--- src/rtl/trace_capture_pkg.sv ---
// Shared encodings and entry layout for the commit-trace recorder.
// Entry layout, MSB to LSB: {ts, pc, inst, we, waddr, wdata}.
`ifndef TRACE_ENTRY_W
`define TRACE_ENTRY_W(ts_w, pc_w, data_w) ((ts_w) + 2*(pc_w) + 6 + (data_w))
`endif

package trace_capture_pkg;

  typedef enum logic [1:0] {
    MODE_CIRC = 2'd0,
    MODE_FILL = 2'd1,
    MODE_TRIG = 2'd2,
    MODE_RSVD = 2'd3
  } mode_e;

  typedef enum logic [1:0] {
    ST_IDLE    = 2'd0,
    ST_CAPTURE = 2'd1,
    ST_POST    = 2'd2,
    ST_DONE    = 2'd3
  } state_e;

  localparam int GPR_AW = 5;

  function automatic int entry_w(input int ts_w, input int pc_w, input int data_w);
    return `TRACE_ENTRY_W(ts_w, pc_w, data_w);
  endfunction

  // Field LSB offsets within an entry
  function automatic int waddr_lsb(input int data_w);
    return data_w;
  endfunction

  function automatic int we_bit(input int data_w);
    return data_w + GPR_AW;
  endfunction

  function automatic int inst_lsb(input int data_w);
    return data_w + GPR_AW + 1;
  endfunction

  function automatic int pc_lsb(input int pc_w, input int data_w);
    return data_w + GPR_AW + 1 + pc_w;
  endfunction

  function automatic int ts_lsb(input int pc_w, input int data_w);
    return data_w + GPR_AW + 1 + 2*pc_w;
  endfunction

endpackage

--- src/rtl/trace_capture_ram.sv ---
// Trace storage: one write port, one asynchronous read port, no reset.
module trace_ram #(
  parameter int DEPTH = 16,
  parameter int WIDTH = 118,
  localparam int AW = $clog2(DEPTH)
) (
  input  logic             clk,
  input  logic             we,
  input  logic [AW-1:0]    waddr,
  input  logic [WIDTH-1:0] wdata,
  input  logic [AW-1:0]    raddr,
  output logic [WIDTH-1:0] rdata
);

  logic [WIDTH-1:0] mem [DEPTH];

  always_ff @(posedge clk) begin
    if (we) mem[waddr] <= wdata;
  end

  assign rdata = mem[raddr];

endmodule

--- src/rtl/trace_capture.sv ---
// Commit-trace recorder: captures committed instructions into a circular
// buffer in circular, fill-and-stop or PC-triggered mode; drained by valid/ready.
module trace_capture
  import trace_capture_pkg::*;
#(
  parameter int DEPTH  = 16,
  parameter int PC_W   = 32,
  parameter int DATA_W = 32,
  parameter int TS_W   = 16,
  localparam int AW    = $clog2(DEPTH),
  localparam int EW    = entry_w(TS_W, PC_W, DATA_W)
) (
  input  logic              clk,
  input  logic              reset,
  input  logic [1:0]        mode,
  input  logic              arm,
  input  logic [PC_W-1:0]   trig_pc,
  input  logic [AW-1:0]     post_count,
  input  logic              commit_valid,
  input  logic [PC_W-1:0]   commit_pc,
  input  logic [PC_W-1:0]   commit_inst,
  input  logic              commit_we,
  input  logic [4:0]        commit_waddr,
  input  logic [DATA_W-1:0] commit_wdata,
  input  logic              halt_sig,
  input  logic              rd_ready,
  output logic              rd_valid,
  output logic [EW-1:0]     rd_data,
  output logic [AW:0]       count,
  output logic              overflow,
  output logic              triggered,
  output logic              done
);

  localparam logic [AW:0] FULL = (AW+1)'(DEPTH);

  state_e            state_reg, state_next;
  mode_e             mode_reg, mode_next;
  logic [PC_W-1:0]   trig_pc_reg, trig_pc_next;
  logic [AW-1:0]     post_len_reg, post_len_next;
  logic [AW-1:0]     remaining_reg, remaining_next;
  logic [AW-1:0]     wr_ptr_reg, wr_ptr_next;
  logic [AW-1:0]     rd_ptr_reg, rd_ptr_next;
  logic [AW:0]       count_reg, count_next;
  logic [TS_W-1:0]   ts_reg;
  logic              overflow_reg, overflow_next;
  logic              triggered_reg, triggered_next;

  logic              capture;
  logic              pop;
  logic              hit;
  logic [EW-1:0]     wr_entry;
  logic [EW-1:0]     ram_rdata;

  assign rd_valid = (count_reg != '0);
  assign pop      = rd_valid && rd_ready;
  assign wr_entry = {ts_reg, commit_pc, commit_inst, commit_we, commit_waddr, commit_wdata};

  always_comb begin
    state_next     = state_reg;
    mode_next      = mode_reg;
    trig_pc_next   = trig_pc_reg;
    post_len_next  = post_len_reg;
    remaining_next = remaining_reg;
    wr_ptr_next    = wr_ptr_reg;
    rd_ptr_next    = rd_ptr_reg;
    count_next     = count_reg;
    overflow_next  = overflow_reg;
    triggered_next = triggered_reg;
    capture        = 1'b0;
    hit            = 1'b0;

    if (arm) begin
      mode_next      = mode_e'(mode);
      trig_pc_next   = trig_pc;
      post_len_next  = post_count;
      remaining_next = '0;
      wr_ptr_next    = '0;
      rd_ptr_next    = '0;
      count_next     = '0;
      overflow_next  = 1'b0;
      triggered_next = 1'b0;
      state_next     = ST_CAPTURE;
    end else begin
      capture = commit_valid && (state_reg == ST_CAPTURE || state_reg == ST_POST);
      hit     = capture && (state_reg == ST_CAPTURE) && (mode_reg == MODE_TRIG)
                && (commit_pc == trig_pc_reg);

      if (capture) wr_ptr_next = wr_ptr_reg + AW'(1);
      if (pop)     rd_ptr_next = rd_ptr_reg + AW'(1);

      // A concurrent pop frees the slot, so a full buffer only overwrites without one
      if (capture && !pop) begin
        if (count_reg == FULL) begin
          rd_ptr_next   = rd_ptr_reg + AW'(1);
          overflow_next = 1'b1;
        end else begin
          count_next = count_reg + (AW+1)'(1);
        end
      end else if (pop && !capture) begin
        count_next = count_reg - (AW+1)'(1);
      end

      case (state_reg)
        ST_CAPTURE: begin
          if (capture && mode_reg == MODE_FILL && count_next == FULL)
            state_next = ST_DONE;
          if (hit) begin
            triggered_next = 1'b1;
            if (post_len_reg == '0) begin
              state_next = ST_DONE;
            end else begin
              state_next     = ST_POST;
              remaining_next = post_len_reg;
            end
          end
        end
        ST_POST: begin
          if (capture) begin
            remaining_next = remaining_reg - AW'(1);
            if (remaining_reg == AW'(1)) state_next = ST_DONE;
          end
        end
        default: ;
      endcase

      if (halt_sig && (state_reg == ST_CAPTURE || state_reg == ST_POST))
        state_next = ST_DONE;
    end
  end

  always_ff @(posedge clk) begin
    if (!reset) begin
      state_reg     <= ST_IDLE;
      mode_reg      <= MODE_CIRC;
      trig_pc_reg   <= '0;
      post_len_reg  <= '0;
      remaining_reg <= '0;
      wr_ptr_reg    <= '0;
      rd_ptr_reg    <= '0;
      count_reg     <= '0;
      ts_reg        <= '0;
      overflow_reg  <= 1'b0;
      triggered_reg <= 1'b0;
    end else begin
      state_reg     <= state_next;
      mode_reg      <= mode_next;
      trig_pc_reg   <= trig_pc_next;
      post_len_reg  <= post_len_next;
      remaining_reg <= remaining_next;
      wr_ptr_reg    <= wr_ptr_next;
      rd_ptr_reg    <= rd_ptr_next;
      count_reg     <= count_next;
      ts_reg        <= ts_reg + TS_W'(1);
      overflow_reg  <= overflow_next;
      triggered_reg <= triggered_next;
    end
  end

  trace_ram #(
    .DEPTH(DEPTH),
    .WIDTH(EW)
  ) u_ram (
    .clk   (clk),
    .we    (capture && reset),
    .waddr (wr_ptr_reg),
    .wdata (wr_entry),
    .raddr (rd_ptr_reg),
    .rdata (ram_rdata)
  );

  // Memory is never reset, so an empty buffer presents zeros
  assign rd_data   = rd_valid ? ram_rdata : '0;
  assign count     = count_reg;
  assign overflow  = overflow_reg;
  assign triggered = triggered_reg;
  assign done      = (state_reg == ST_DONE);

endmodule

--- config.mk ---
export PLATFORM = sky130hd
export DESIGN_NAME = trace_capture
export DESIGN_NICKNAME = d
export VERILOG_FILES = /design/src/rtl/trace_capture_pkg.sv /design/src/rtl/trace_capture_ram.sv /design/src/rtl/trace_capture.sv
export SDC_FILE = /design/constraint.sdc
export NUM_CORES = 2
export LEC_CHECK = 0
export BUFFER_PORTS_ARGS = -buffer_cell sky130_fd_sc_hd__buf_2
export CORE_MARGIN = 3
export CORE_UTILIZATION = 42
export CTS_BUF_LIST = sky130_fd_sc_hd__clkbuf_8
export DETAILED_ROUTE_END_ITERATION = 7
export PLACE_DENSITY = 0.7
export SYNTH_ARGS = -nofsm -noshare
export SYNTH_HDL_FRONTEND = slang
export SYNTH_HIERARCHICAL = 1
export SYNTH_SLANG_ARGS = --single-unit
--- constraint.sdc ---
create_clock -name clk -period 11.6 [get_ports clk]
set_input_delay 1.16 -clock clk [delete_from_list [all_inputs] [get_ports clk]]
set_output_delay 1.16 -clock clk [all_outputs]
set_load 0.005 [all_outputs]
==> results.py <==
metrics = {
    "status": {
        "status": "complete, no violations",
    },
    "critical_path": {
        "worstSetupPathType": "register to output port",
        "r2r-start": "state_reg[0]$_SDFFE_PN0P_",
        "reg2reg_slack_ps": 6860,
        "end_kind": "output port",
        "r2r_end": "u_ram/mem[2][18]$_DFFE_PP_",
        "cp_slowest_cell": "nor2b_4",
        "cpPeakStageDelay_ps": 950,
        "worstPathRequired_ps": 10440,
        "crit_start": "rd_ptr_reg[3]$_SDFF_PP0_",
        "cp.arrival_ps": 5120,
        "critPathTopFamily": "buffers and inverters",
        "ff2ff_path_depth": 8,
        "cp_max_fo": 52,
        "path_common_cell": "buf_4",
        "critPathBufInv": 3,
        "critical_path.endpoint": "rd_data[112]",
        "path_depth": 7,
        "crit_chain": "nor2b_4 -> buf_4 -> buf_4 -> a22oi_1 -> nand2_1 -> and2_1 -> buf_2",
        "critPathLaunchType": "register",
    },
    "global_routing": {
        "grt_pass1_vias": 38692,
        "grt_pass1_wl_mm": 260,
        "grt_max_degree": 152,
        "grt_usage": 0.193,
        "grt_overflow": 0,
        "antenna_found_initial": 27,
    },
    "finish": {
        "fin_util": 0.480,
        "largest_reg_flops": 1888,
        "nets": 4050,
        "drive_gt1_frac": 0.295,
        "area_growth_pct": 13.2,
    },
    "synth": {
        "synth_top_flop_cell": "edfxtp_1",
        "synthTopCellsByCount": "edfxtp_1 (1888), mux4_2 (472), a22oi_1 (237)",
        "synth-async-reset-ratio": 0,
        "synth.top_cell.area_share": 0.756,
        "synth_area_um2": 75000,
        "yosysUniqueCellTypes": 51,
        "post-synth-top-area-cell": "edfxtp_1",
        "ys_seq_area_frac": 0.776,
        "ys_warn_count": 6,
        "synth_edf_count": 1888,
        "syn_inst": 3420,
        "syn_nets": 3576,
        "yosysMostFrequentCell": "edfxtp_1",
        "ys_ff_latch": 1963,
        "synth_area_leaders": "edfxtp_1 (76%), mux4_2 (14%), a22oi_1 (2.4%)",
        "syn-mean-instance-area_um2": 21.9,
    },
    "drt": {
        "drt-initial-drc-count": 4088,
        "wire_per_inst_um": 27.5,
        "dr_total_vias": 36608,
        "ant_nets": 0,
        "vias_per_cell": 5.66,
        "wirelength_mm": 178,
        "dr.pass1.iters": 7,
        "drcViolationCount": 0,
    },
    "cts": {
        "cts_resized": 0,
        "cts_sinks": 1963,
        "root_buffer": "clkbuf_8",
        "hold_buffers": 0,
        "cts_buffers": 327,
        "clk_path_buf_depth": 4,
        "cts_setup_buffers": 0,
        "cts.clk_slew.worst_paths_ps": 60,
        "cts_tree": "done",
        "worst_skew_pair.late_latency_ps": 1020,
        "h-tree-depth": 5,
    },
    "sta": {
        "timing.hold.ws_ps": 399,
        "finClkSkew_ps": 83.9,
        "tightest_slew_ps": 1150,
        "rsz0062_at_grt": "no",
        "hold_violations": 0,
        "fmaxAchievable_ghz": 0.159,
        "period_share": 0.542,
        "period_needed_ps": 6280,
        "finalSetupViolations": 0,
        "setup_tns_ps": 0,
        "maxSlewViolCount": 0,
        "relSlewSlack": 0.234,
    },
    "job": {
        "drv_cap": 0,
    },
    "min_path": {
        "min_path_type": "input port to register",
    },
    "floorplan": {
        "die_y_um": 428,
        "boundaryPins": 273,
        "rows": 154,
        "die_area_um2": 184000,
        "core_um2": 177000,
        "die_w_um": 428,
        "initial_core_util": 0.424,
    },
    "power": {
        "ir_drop_mv": 0.122,
        "finalPower_uw": 13900,
        "powerDensity_nw_per_um2": 164,
        "power.leakage_uw": 0.0268,
    },
    "placed_design": {
        "io_buffers": 272,
        "gp_congestion": 0.732,
        "dp_hpwl_mm": 87.0,
    },
}
-- layer usage --
layer	vias to the layer above	routed length [um]	track usage
met5	-	91	0
li1	15294	-	-
met2	1603	88200	0.313
met1	19430	71800	0.263
met3	269	13600	0.0412
met4	12	3950	0.0597
-- final cells by class --
cell class / instances / area [um^2]
diodes: 16 / 40.0
clock buffers: 334 / 4600
clock inverters: 208 / 1050
fillers: 14183 / 91800
inverters: 14 / 55.1
multi-input cells: 1256 / 16000
flip-flops and latches: 1963 / 58200
well taps: 2340 / 2930
repair buffers: 332 / 2000
-- placed cells by master (no fill, tap or decap), types with 7 or more instances in the layout --
master | Yosys | final
dfxtp_1 | 75 | 73
xor2_1 | 39 | 39
buf_12 | 0 | 15
clkinv_2 | 0 | 23
nand3_1 | 7 | 7
nor2_1 | 33 | 20
mux4_2 | 472 | 472
clkinv_1 | 1 | 68
buf_2 | 59 | 272
inv_1 | 12 | 114
nand4_1 | 10 | 10
nand2_1 | 131 | 131
clkbuf_8 | 0 | 334
bufinv_16 | 0 | 8
diode_2 | 0 | 16
ha_1 | 10 | 10
edfxtp_1 | 1888 | 1888
and2_1 | 135 | 134
a21oi_1 | 8 | 8
nor3_1 | 12 | 8
buf_4 | 0 | 45
xnor2_1 | 13 | 13
mux2i_1 | 41 | 41
nor2b_1 | 45 | 43
nor2_4 | 0 | 13
a22oi_1 | 237 | 237
-- tightest hold or removal path, delay by kind of cell --
family	cells	cell delay, ps
AND/OR/NAND/NOR	1	90
multiplexers	1	50
buffers and inverters	1	80
-- kinds of logic (layout without fill, tap and decap cells) --
| family | Yosys count | count (layout) | synth area share |
|---|---|---|---|
| buffers and inverters | 201 | 888 | 0.0124 |
| AOI/OAI and AO/OA | 273 | 273 | 0.0270 |
| DFF | 1963 | 1963 | 0.776 |
| and+or+nand+nor | 407 | 407 | 0.0291 |
| other | 0 | 16 | 0 |
| xor gates and xnor gates | 52 | 52 | 0.00608 |
| adders and majority gates | 10 | 10 | 0.00167 |
| muxes | 514 | 514 | 0.147 |
-- how the worst min path moves through the flow --
stage	startpoint	to	slack (ps)	cells past startpoint
2_1_floorplan	triggered$_SDFFE_PP0P_	triggered$_SDFFE_PP0P_	440	2
3_3_place_gp	triggered$_SDFFE_PP0P_	triggered$_SDFFE_PP0P_	500	2
3_5_place_dp	triggered$_SDFFE_PP0P_	triggered$_SDFFE_PP0P_	470	2
4_1_cts	trig_pc[30]	trig_pc_reg[30]$_SDFFE_PN0P_	260	3
5_1_grt	trig_pc[27]	trig_pc_reg[27]$_SDFFE_PN0P_	320	3
6_report	trig_pc[30]	trig_pc_reg[30]$_SDFFE_PN0P_	400	3
-- where the power goes --
part | internal (uW) | leakage, uW | total, uW | switching (uW)
Combinational | 282 | 0.00605 | 685 | 403
Sequential | 7790 | 0.0175 | 7820 | 26.6
Clock | 2830 | 0.00327 | 5420 | 2590
-- metrics by stage --
step	instance area [um^2]	worst slack [ps]	instances
3_3_place_gp	79200	5480	5905
3_5_place_dp	79200	5380	5905
4_1_cts	84800	5160	6447
5_1_grt	84800	4990	6454
2_1_floorplan	75000	377	3420
6_report	84900	5320	6463
Power figures use the tool's default switching activity.
